**src/rtl/pwm_pkg.sv**
```systemverilog
// Shared definitions for PWM generation/capture blocks: FSM encodings and defaults.
package pwm_pkg;

   localparam int unsigned CNT_W_DEF       = 32;
   localparam int unsigned TIMEOUT_CYC_DEF = 2_000_000;
   localparam int unsigned CYC_PER_MS_50M  = 50_000;

   localparam logic [1:0] ST_IDLE = 2'd0;
   localparam logic [1:0] ST_HIGH = 2'd1;
   localparam logic [1:0] ST_LOW  = 2'd2;

   typedef enum logic [1:0] {
      IDLE = ST_IDLE,
      HIGH = ST_HIGH,
      LOW  = ST_LOW
   } state_t;

endpackage

```
**src/rtl/pwm_edge_sync.sv**
```systemverilog
// Two-flop synchroniser for an asynchronous level plus one-cycle rise/fall strobes.
module pwm_edge_sync (
   input  logic clk,
   input  logic reset,
   input  logic din,
   output logic s,
   output logic rise,
   output logic fall
);

   logic s1;
   logic prev;

   always_ff @(posedge clk) begin
      if (reset) begin
         s1   <= 1'b0;
         s    <= 1'b0;
         prev <= 1'b0;
      end else begin
         s1   <= din;
         s    <= s1;
         prev <= s;
      end
   end

   assign rise = s & ~prev;
   assign fall = ~s & prev;

endmodule

```
**src/rtl/pwm_capture.sv**
```systemverilog
// Measures high time and period of a PWM input in clk cycles, with loss-of-signal timeout.
module pwm_capture
   import pwm_pkg::*;
#(
   parameter int unsigned CNT_W       = CNT_W_DEF,
   parameter int unsigned TIMEOUT_CYC = TIMEOUT_CYC_DEF
) (
   input  logic             clk,
   input  logic             reset,
   input  logic             enable,
   input  logic             pwm_in,
   output logic [CNT_W-1:0] d_out,
   output logic [CNT_W-1:0] t_out,
   output logic             valid,
   output logic             timeout,
   output logic             active
);

   localparam logic [CNT_W-1:0] TO_VAL = CNT_W'(TIMEOUT_CYC);
   localparam logic [CNT_W-1:0] ONE    = CNT_W'(1);

   state_t           state, state_nx;
   logic [CNT_W-1:0] cnt, cnt_nx;
   logic [CNT_W-1:0] d_cap, d_cap_nx;
   logic [CNT_W-1:0] d_nx, t_nx;
   logic             valid_nx, timeout_nx, active_nx;
   logic             rise, fall;
   logic             s_level_unused;

   // Level output is not needed here; the edge strobes carry all timing.
   pwm_edge_sync u_sync (
      .clk   (clk),
      .reset (reset),
      .din   (pwm_in),
      .s     (s_level_unused),
      .rise  (rise),
      .fall  (fall)
   );

   always_ff @(posedge clk) begin
      if (reset) begin
         state   <= IDLE;
         cnt     <= '0;
         d_cap   <= '0;
         d_out   <= '0;
         t_out   <= '0;
         valid   <= 1'b0;
         timeout <= 1'b0;
         active  <= 1'b0;
      end else begin
         state   <= state_nx;
         cnt     <= cnt_nx;
         d_cap   <= d_cap_nx;
         d_out   <= d_nx;
         t_out   <= t_nx;
         valid   <= valid_nx;
         timeout <= timeout_nx;
         active  <= active_nx;
      end
   end

   // Next-state and output logic; the timeout compare outranks edge handling.
   always_comb begin
      state_nx   = state;
      cnt_nx     = cnt;
      d_cap_nx   = d_cap;
      d_nx       = d_out;
      t_nx       = t_out;
      valid_nx   = 1'b0;
      timeout_nx = 1'b0;
      active_nx  = active;

      if (!enable) begin
         state_nx  = IDLE;
         cnt_nx    = '0;
         active_nx = 1'b0;
      end else begin
         unique case (state)
            IDLE: begin
               cnt_nx = '0;
               if (rise) begin
                  cnt_nx   = ONE;
                  state_nx = HIGH;
               end
            end
            HIGH: begin
               if (cnt == TO_VAL) begin
                  state_nx   = IDLE;
                  cnt_nx     = '0;
                  timeout_nx = 1'b1;
                  active_nx  = 1'b0;
               end else begin
                  cnt_nx = cnt + ONE;
                  if (fall) begin
                     d_cap_nx = cnt;
                     state_nx = LOW;
                  end
               end
            end
            LOW: begin
               if (cnt == TO_VAL) begin
                  state_nx   = IDLE;
                  cnt_nx     = '0;
                  timeout_nx = 1'b1;
                  active_nx  = 1'b0;
               end else if (rise) begin
                  // Rise closes this period and opens the next one without a gap.
                  t_nx      = cnt;
                  d_nx      = d_cap;
                  valid_nx  = 1'b1;
                  active_nx = 1'b1;
                  cnt_nx    = ONE;
                  state_nx  = HIGH;
               end else begin
                  cnt_nx = cnt + ONE;
               end
            end
            default: begin
               state_nx = IDLE;
               cnt_nx   = '0;
            end
         endcase
      end
   end

endmodule

```
**config.mk**
```make
export PLATFORM = sky130hd
export DESIGN_NAME = pwm_capture
export DESIGN_NICKNAME = d
export VERILOG_FILES = /design/src/rtl/pwm_pkg.sv /design/src/rtl/pwm_edge_sync.sv /design/src/rtl/pwm_capture.sv
export SDC_FILE = /design/constraint.sdc
export NUM_CORES = 1
export LEC_CHECK = 0
export ABC_AREA = 1
export ABC_CLOCK_PERIOD_IN_PS = 2450
export BUFFER_PORTS_ARGS = -buffer_cell sky130_fd_sc_hd__buf_2
export CAP_MARGIN = 30
export CORE_ASPECT_RATIO = 0.5
export CORE_MARGIN = 3
export CORE_UTILIZATION = 58
export DETAILED_ROUTE_END_ITERATION = 16
export HOLD_SLACK_MARGIN = 0.12
export MAX_ROUTING_LAYER = met4
export PLACE_DENSITY = 0.82
export RECOVER_POWER = 50
export SLEW_MARGIN = 10
export SYNTH_ARGS = -nofsm -noshare
export SYNTH_HDL_FRONTEND = slang
export SYNTH_SLANG_ARGS = --single-unit
```
**constraint.sdc**
```tcl
create_clock -name clk -period 2.45 [get_ports clk]
set_clock_uncertainty 0.05 [all_clocks]
set_input_delay 0.49 -clock clk [delete_from_list [all_inputs] [get_ports clk]]
set_output_delay 0.49 -clock clk [all_outputs]
set_load 0.03 [all_outputs]
```
======== Word level (Yosys, flattened, before mapping) ========
Cells that the tools add are included.
storage, ports and cells
  register bits ........................... 136
  latch bits .............................. 0
  RAM bits ................................ 0
  ROM bits ................................ 0
  input bits .............................. 4
  output and inout port bits .............. 67
  memories ................................ 0
cells by class
  add/sub/neg operators ................... 1
  multipliers ............................. 0
  divide/modulo/power cells ............... 0
  magnitude comparators ................... 0
  equality and inequality tests ........... 6
  shift operators ......................... 0
  muxes and demuxes ....................... 16
  bitwise operators ....................... 8
  reductions and logical operators ........ 9
operators by type and width
  operator               number
  $mux 32                3
  $pmux 32 s3            1
  $add 32x1->32 const B  1
  $eq 32x21->1 const B   1
  $mux 2                 4
  $reduce_and 4->1       2
  $mux 1                 6
  $ne 3x3->1 const B     2
  $not 1->1              6
  $pmux 2 s3             1
  $reduce_or 2->1        2
  $reduce_or 4->1        1
  $reduce_and 3->1       1
  $reduce_or 3->1        1
  $and 1x1->1            2
  $eq 2x1->1 const B     1
  $eq 2x2->1 const B     1
  $logic_not 2->1        1
  $ne 2x2->1 const B     1
  $pmux 1 s2             1
  $reduce_bool 2->1      1

======== Longest topological paths before layout ========
  depth after elaboration ................. 5
  gate-level depth with buffers ........... 14

======== Modules after synthesis ========
Synthesis repeated with hierarchy kept, for this count alone.
unflattened totals
  cell total of the unflattened synthesis .. 764
  area, all modules ....................... 5773.0 µm²
modules (own cells, without submodules)
  module         instances  cells each  area an instance (µm²)
  pwm_capture    1          752         5679.2
  pwm_edge_sync  1          12          93.8

======== Least setup slack after synthesis ========
No wires, ideal clock.
  path type ............................... register to register
  start ................................... register cnt[0]
  end ..................................... register t_out[23]
  data arrival time ....................... 1.534 ns
  slack ................................... 0.723 ns
  stages on the path, launching flop included .. 14
  buffers on the path ..................... 2
  period minus slack after synthesis ...... 1.727 ns
  cell sequence ........................... dfxtp_1 inv_1 ha_1 inv_1 nor3_1 nand2_1 nor2_2 nand2_2 nand2_2 inv_2 buf_4 buf_2 nand3_1 a21oi_2
between the ends
  word-level cells in the longest chain between the ends .. 3
RTL lines
  element                            RTL line            text
  start, declared                    pwm_capture.sv:23   logic [CNT_W-1:0] cnt, cnt_nx;
  start signal, assigned             pwm_capture.sv:52   cnt <= cnt_nx;
  $eq 32x21->1                       pwm_capture.sv:101  if (cnt == TO_VAL) begin
  $not 1->1 (no source line)         --
  $reduce_and 4->1 (no source line)  --
  end signal, assigned               pwm_capture.sv:55   t_out <= t_nx;
  end, declared                      pwm_capture.sv:13   output logic [CNT_W-1:0] t_out,
Every way passes these cells.
A chain may end at the register's enable or synchronous reset.

======== Final worst setup path ========
  start ................................... register cnt[0]
  end ..................................... register t_out[8]
Same word-level chain as after synthesis.

==> flow_summary_export.csv <==
group,metric,value,unit
outcome,status,"complete, no violations",
detailed_routing,firstDrtPassIters,5,
clocking,htree_num_levels,4,
placed_design,dp_hpwl,11200,µm
placed_design,place_worst_setup_slack,0.408,ns
run,drv_cap,0,
power_and_ir_drop,seqPwrFrac,45.6,%
yosys,synth-xor-area-share,3.72,%
timing,slew_headroom,6.59,%
yosys,netlist_area,6120,µm²
detailed_routing,wl,16200,µm
clocking,cts_made_buffers,17,
min_path,hold_path_class,"in2reg",
floorplan,fp-row-count,25,
critical_path,cp_cell_sequence,"inv_1 -> ha_1 -> inv_1 -> nor3_1 -> nand2_1 -> nor2_1 -> nand2_2 -> nand2_1 -> inv_2 -> buf_4 -> nand3_1 -> a21oi_1",
placed_design,placed_cell_area,6500,µm²
floorplan,die_h,78.6,µm
yosys,yosys_register_bits,136,
yosys,synthCells,776,
yosys,synth_compound_area_share,11.3,%
clocking,cts_tree,"built",
power_and_ir_drop,power_leakage,2.27,nW
global_route,grt_antenna_before_repair,0,
critical_path,cp_num_buf_inv,4,
placed_design,place.gp.congestion,1.03,
finish,final_net_count,845,
global_route,grt_pass1_vias,5079,
global_route,grtUsageTotal,29.1,%
timing,slew_violations,0,
power_and_ir_drop,netSwitchingPower,1.05,mW
power_and_ir_drop,comb_power_share,1.5,%
timing,finalSetupViolCount,0,
finish,final_common_cell,"dfxtp_1",
yosys,synthMuxAreaShare,0,%
power_and_ir_drop,peakVddDrop,0.517,mV
finish,area_growth,14.3,%
floorplan,fp.dieW,151,µm
critical_path,path_class,"reg2reg",
power_and_ir_drop,clkPwrFrac,52.9,%
finish,drive_gt1_share,19.7,%
yosys,ys_warn_count,0,
timing,max_slew.worst_pin.slew,1.40,ns
finish,final_cell_area,6990,µm²
timing,timing.final.crit_period,2.18,ns
timing,hold_violations,0,
detailed_routing,first_iter_violations,447,
critical_path,slowest_delay,0.41,ns
critical_path,cpMaxStageDelayCell,"dfxtp_1",
detailed_routing,routedWlPerCell,16.5,µm
placed_design,dp_cells,951,
yosys,synth_fp_nets,786,
clocking,ctsHoldBuffers,0,
timing,fmax,459,MHz
timing,finalCritPeriodShare,88.9,%
yosys,synthTopCellsByArea,"dfxtp_1, nand3_1, nand2_1",
finish,utilization,70.9,%
yosys,syn_avg_cell_area,7.88,µm²
finish,fin_cells,983,
yosys,synth_top_family_by_area,"simple AND/OR/NAND/NOR gates",
clocking,ctsResizeCount,0,
floorplan,top_level_ports,71,
power_and_ir_drop,swShare,21.7,%
detailed_routing,num_vias,5475,
finish,layout_common_cells,"dfxtp_1, nand2_1, nand3_1, nor2_1, clkbuf_1",
critical_path,end_kind,"flop",
floorplan,core_area,9850,µm²
yosys,synth-simple-area-share,30.2,%
clocking,cts_root_buf,"clkbuf_16",
critical_path,cp.arrival,2.45,ns
yosys,synth_area_leader_cell,"dfxtp_1",
detailed_routing,vias_per_cell,5.57,
finish,num_antenna_cells,0,
timing,fin_ws,0.271,ns
critical_path,start_kind,"flop",
global_route,grt_max_degree,101,
critical_path,critical_path_required,2.72,ns
clocking,clkSinkCount,136,
floorplan,start_util,62.1,%
yosys,synthAdderAreaFrac,1.23,%
timing,rsz0062_at_grt,"false",
floorplan,die_area,11900,µm²
power_and_ir_drop,p_int,3.80,mW
clocking,insertion_delay,0.41,ns
global_route,grt_pass1_wl,26400,µm
critical_path,cpLargestDelayFamily,"buffers and inverters",
yosys,ys_seq_area_share,44.5,%
clocking,clk_pin_slew_worst_paths,0.06,ns
yosys,synth.distinct_cells,23,
finish,fillers,849,
detailed_routing,postRouteAntennaNets,0,
critical_path,path_max_fanout,36,
yosys,synth_top_area_share,44.5,%
detailed_routing,drc,0,
placed_design,port_buffers,70,
global_route,overflow,0,
clocking,clk_path_buf_depth,2,
power_and_ir_drop,power.density,695,nW/µm²
clocking,cts_setup_buffers,0,
timing,finalSetupTns,0,ns
## power by group through the flow
stage	Sequential, mW	Clock [mW]	Combinational (mW)
global route	2.21	2.68	0.0801
CTS	2.22	2.58	0.0748
floorplan	2.26	0	0.0575
finish	2.22	2.57	0.0722
global placement	2.26	0	0.0738
detailed placement	2.26	0	0.0742
## cells by family (layout without fill, tap and decap cells)
| kind of cell | Yosys count | count (layout) |
|---|---|---|
| AND/OR/NAND/NOR | 400 | 400 |
| flip-flops | 136 | 136 |
| buffers and inverters | 107 | 179 |
| AO/OA/AOI/OAI | 101 | 101 |
| XOR/XNOR | 26 | 26 |
| adder cells (fa/ha/maj) | 6 | 6 |
## stage by stage
| step | power [mW] | hold WS, ns |
|---|---|---|
| finish | 4.85 | 0.236 |
| floorplan | 2.32 | 0.338 |
| detailed placement | 2.34 | 0.351 |
| global placement | 2.34 | 0.347 |
| global route | 4.97 | 0.237 |
| CTS | 4.87 | 0.230 |
## sequential cells by signal (all words and copies together), names as in the netlist
register     cells
active           1
cnt             32
d_cap           32
d_out           32
state            2
t_out           32
timeout          1
u_sync.prev      1
u_sync.s         1
u_sync.s1        1
valid            1
## routing by layer
metal	vias to the layer above	routed length (µm)	GRT usage [%]	share of wire [%]
met5	-	0	-	0
met4	0	152	5.97	0.94
met3	18	1430	5.88	8.8
met2	251	6950	42.7	43
met1	2562	7690	41.7	47
li1	2644	-	-	-
## synth_stat cells, drive strengths merged
| cell type | number |
|---|---|
| nand4 | 13 |
| nor2 | 77 |
| ha | 6 |
| buf | 36 |
| nand2 | 180 |
| nor3 | 19 |
| xor2 | 25 |
| nand3 | 109 |
| o21ai | 2 |
| inv | 57 |
| dfxtp | 136 |
| clkbuf | 14 |
| xnor2 | 1 |
| nor4 | 2 |
| a21oi | 99 |
## tightest hold or removal path, stage by stage
cell and delay, ns:
buf_2 0.07, inv_1 0.03, nor2_1 0.06
## final cells by class
cell class	count	area, µm²	share of cell area (%)
flip-flops and latches	136	2720	39.0
clock buffers	21	460	6.59
well taps	135	169	2.42
multi-input cells	533	2840	40.7
inverters	57	214	3.06
repair buffers	90	444	6.36
clock inverters	11	138	1.97
## final timing paths
check | start | end | slack (ns) | cells past startpoint
worst max-delay path | cnt[0] | t_out[8] | 0.27 | 12
worst min-delay path | pwm_in | u_sync.s1 | 0.24 | 3
worst max register to register | cnt[0] | t_out[8] | 0.27 | 12
worst min register to register | u_sync.s1 | u_sync.s | 0.36 | 2
(Power assumes the default switching activity.)
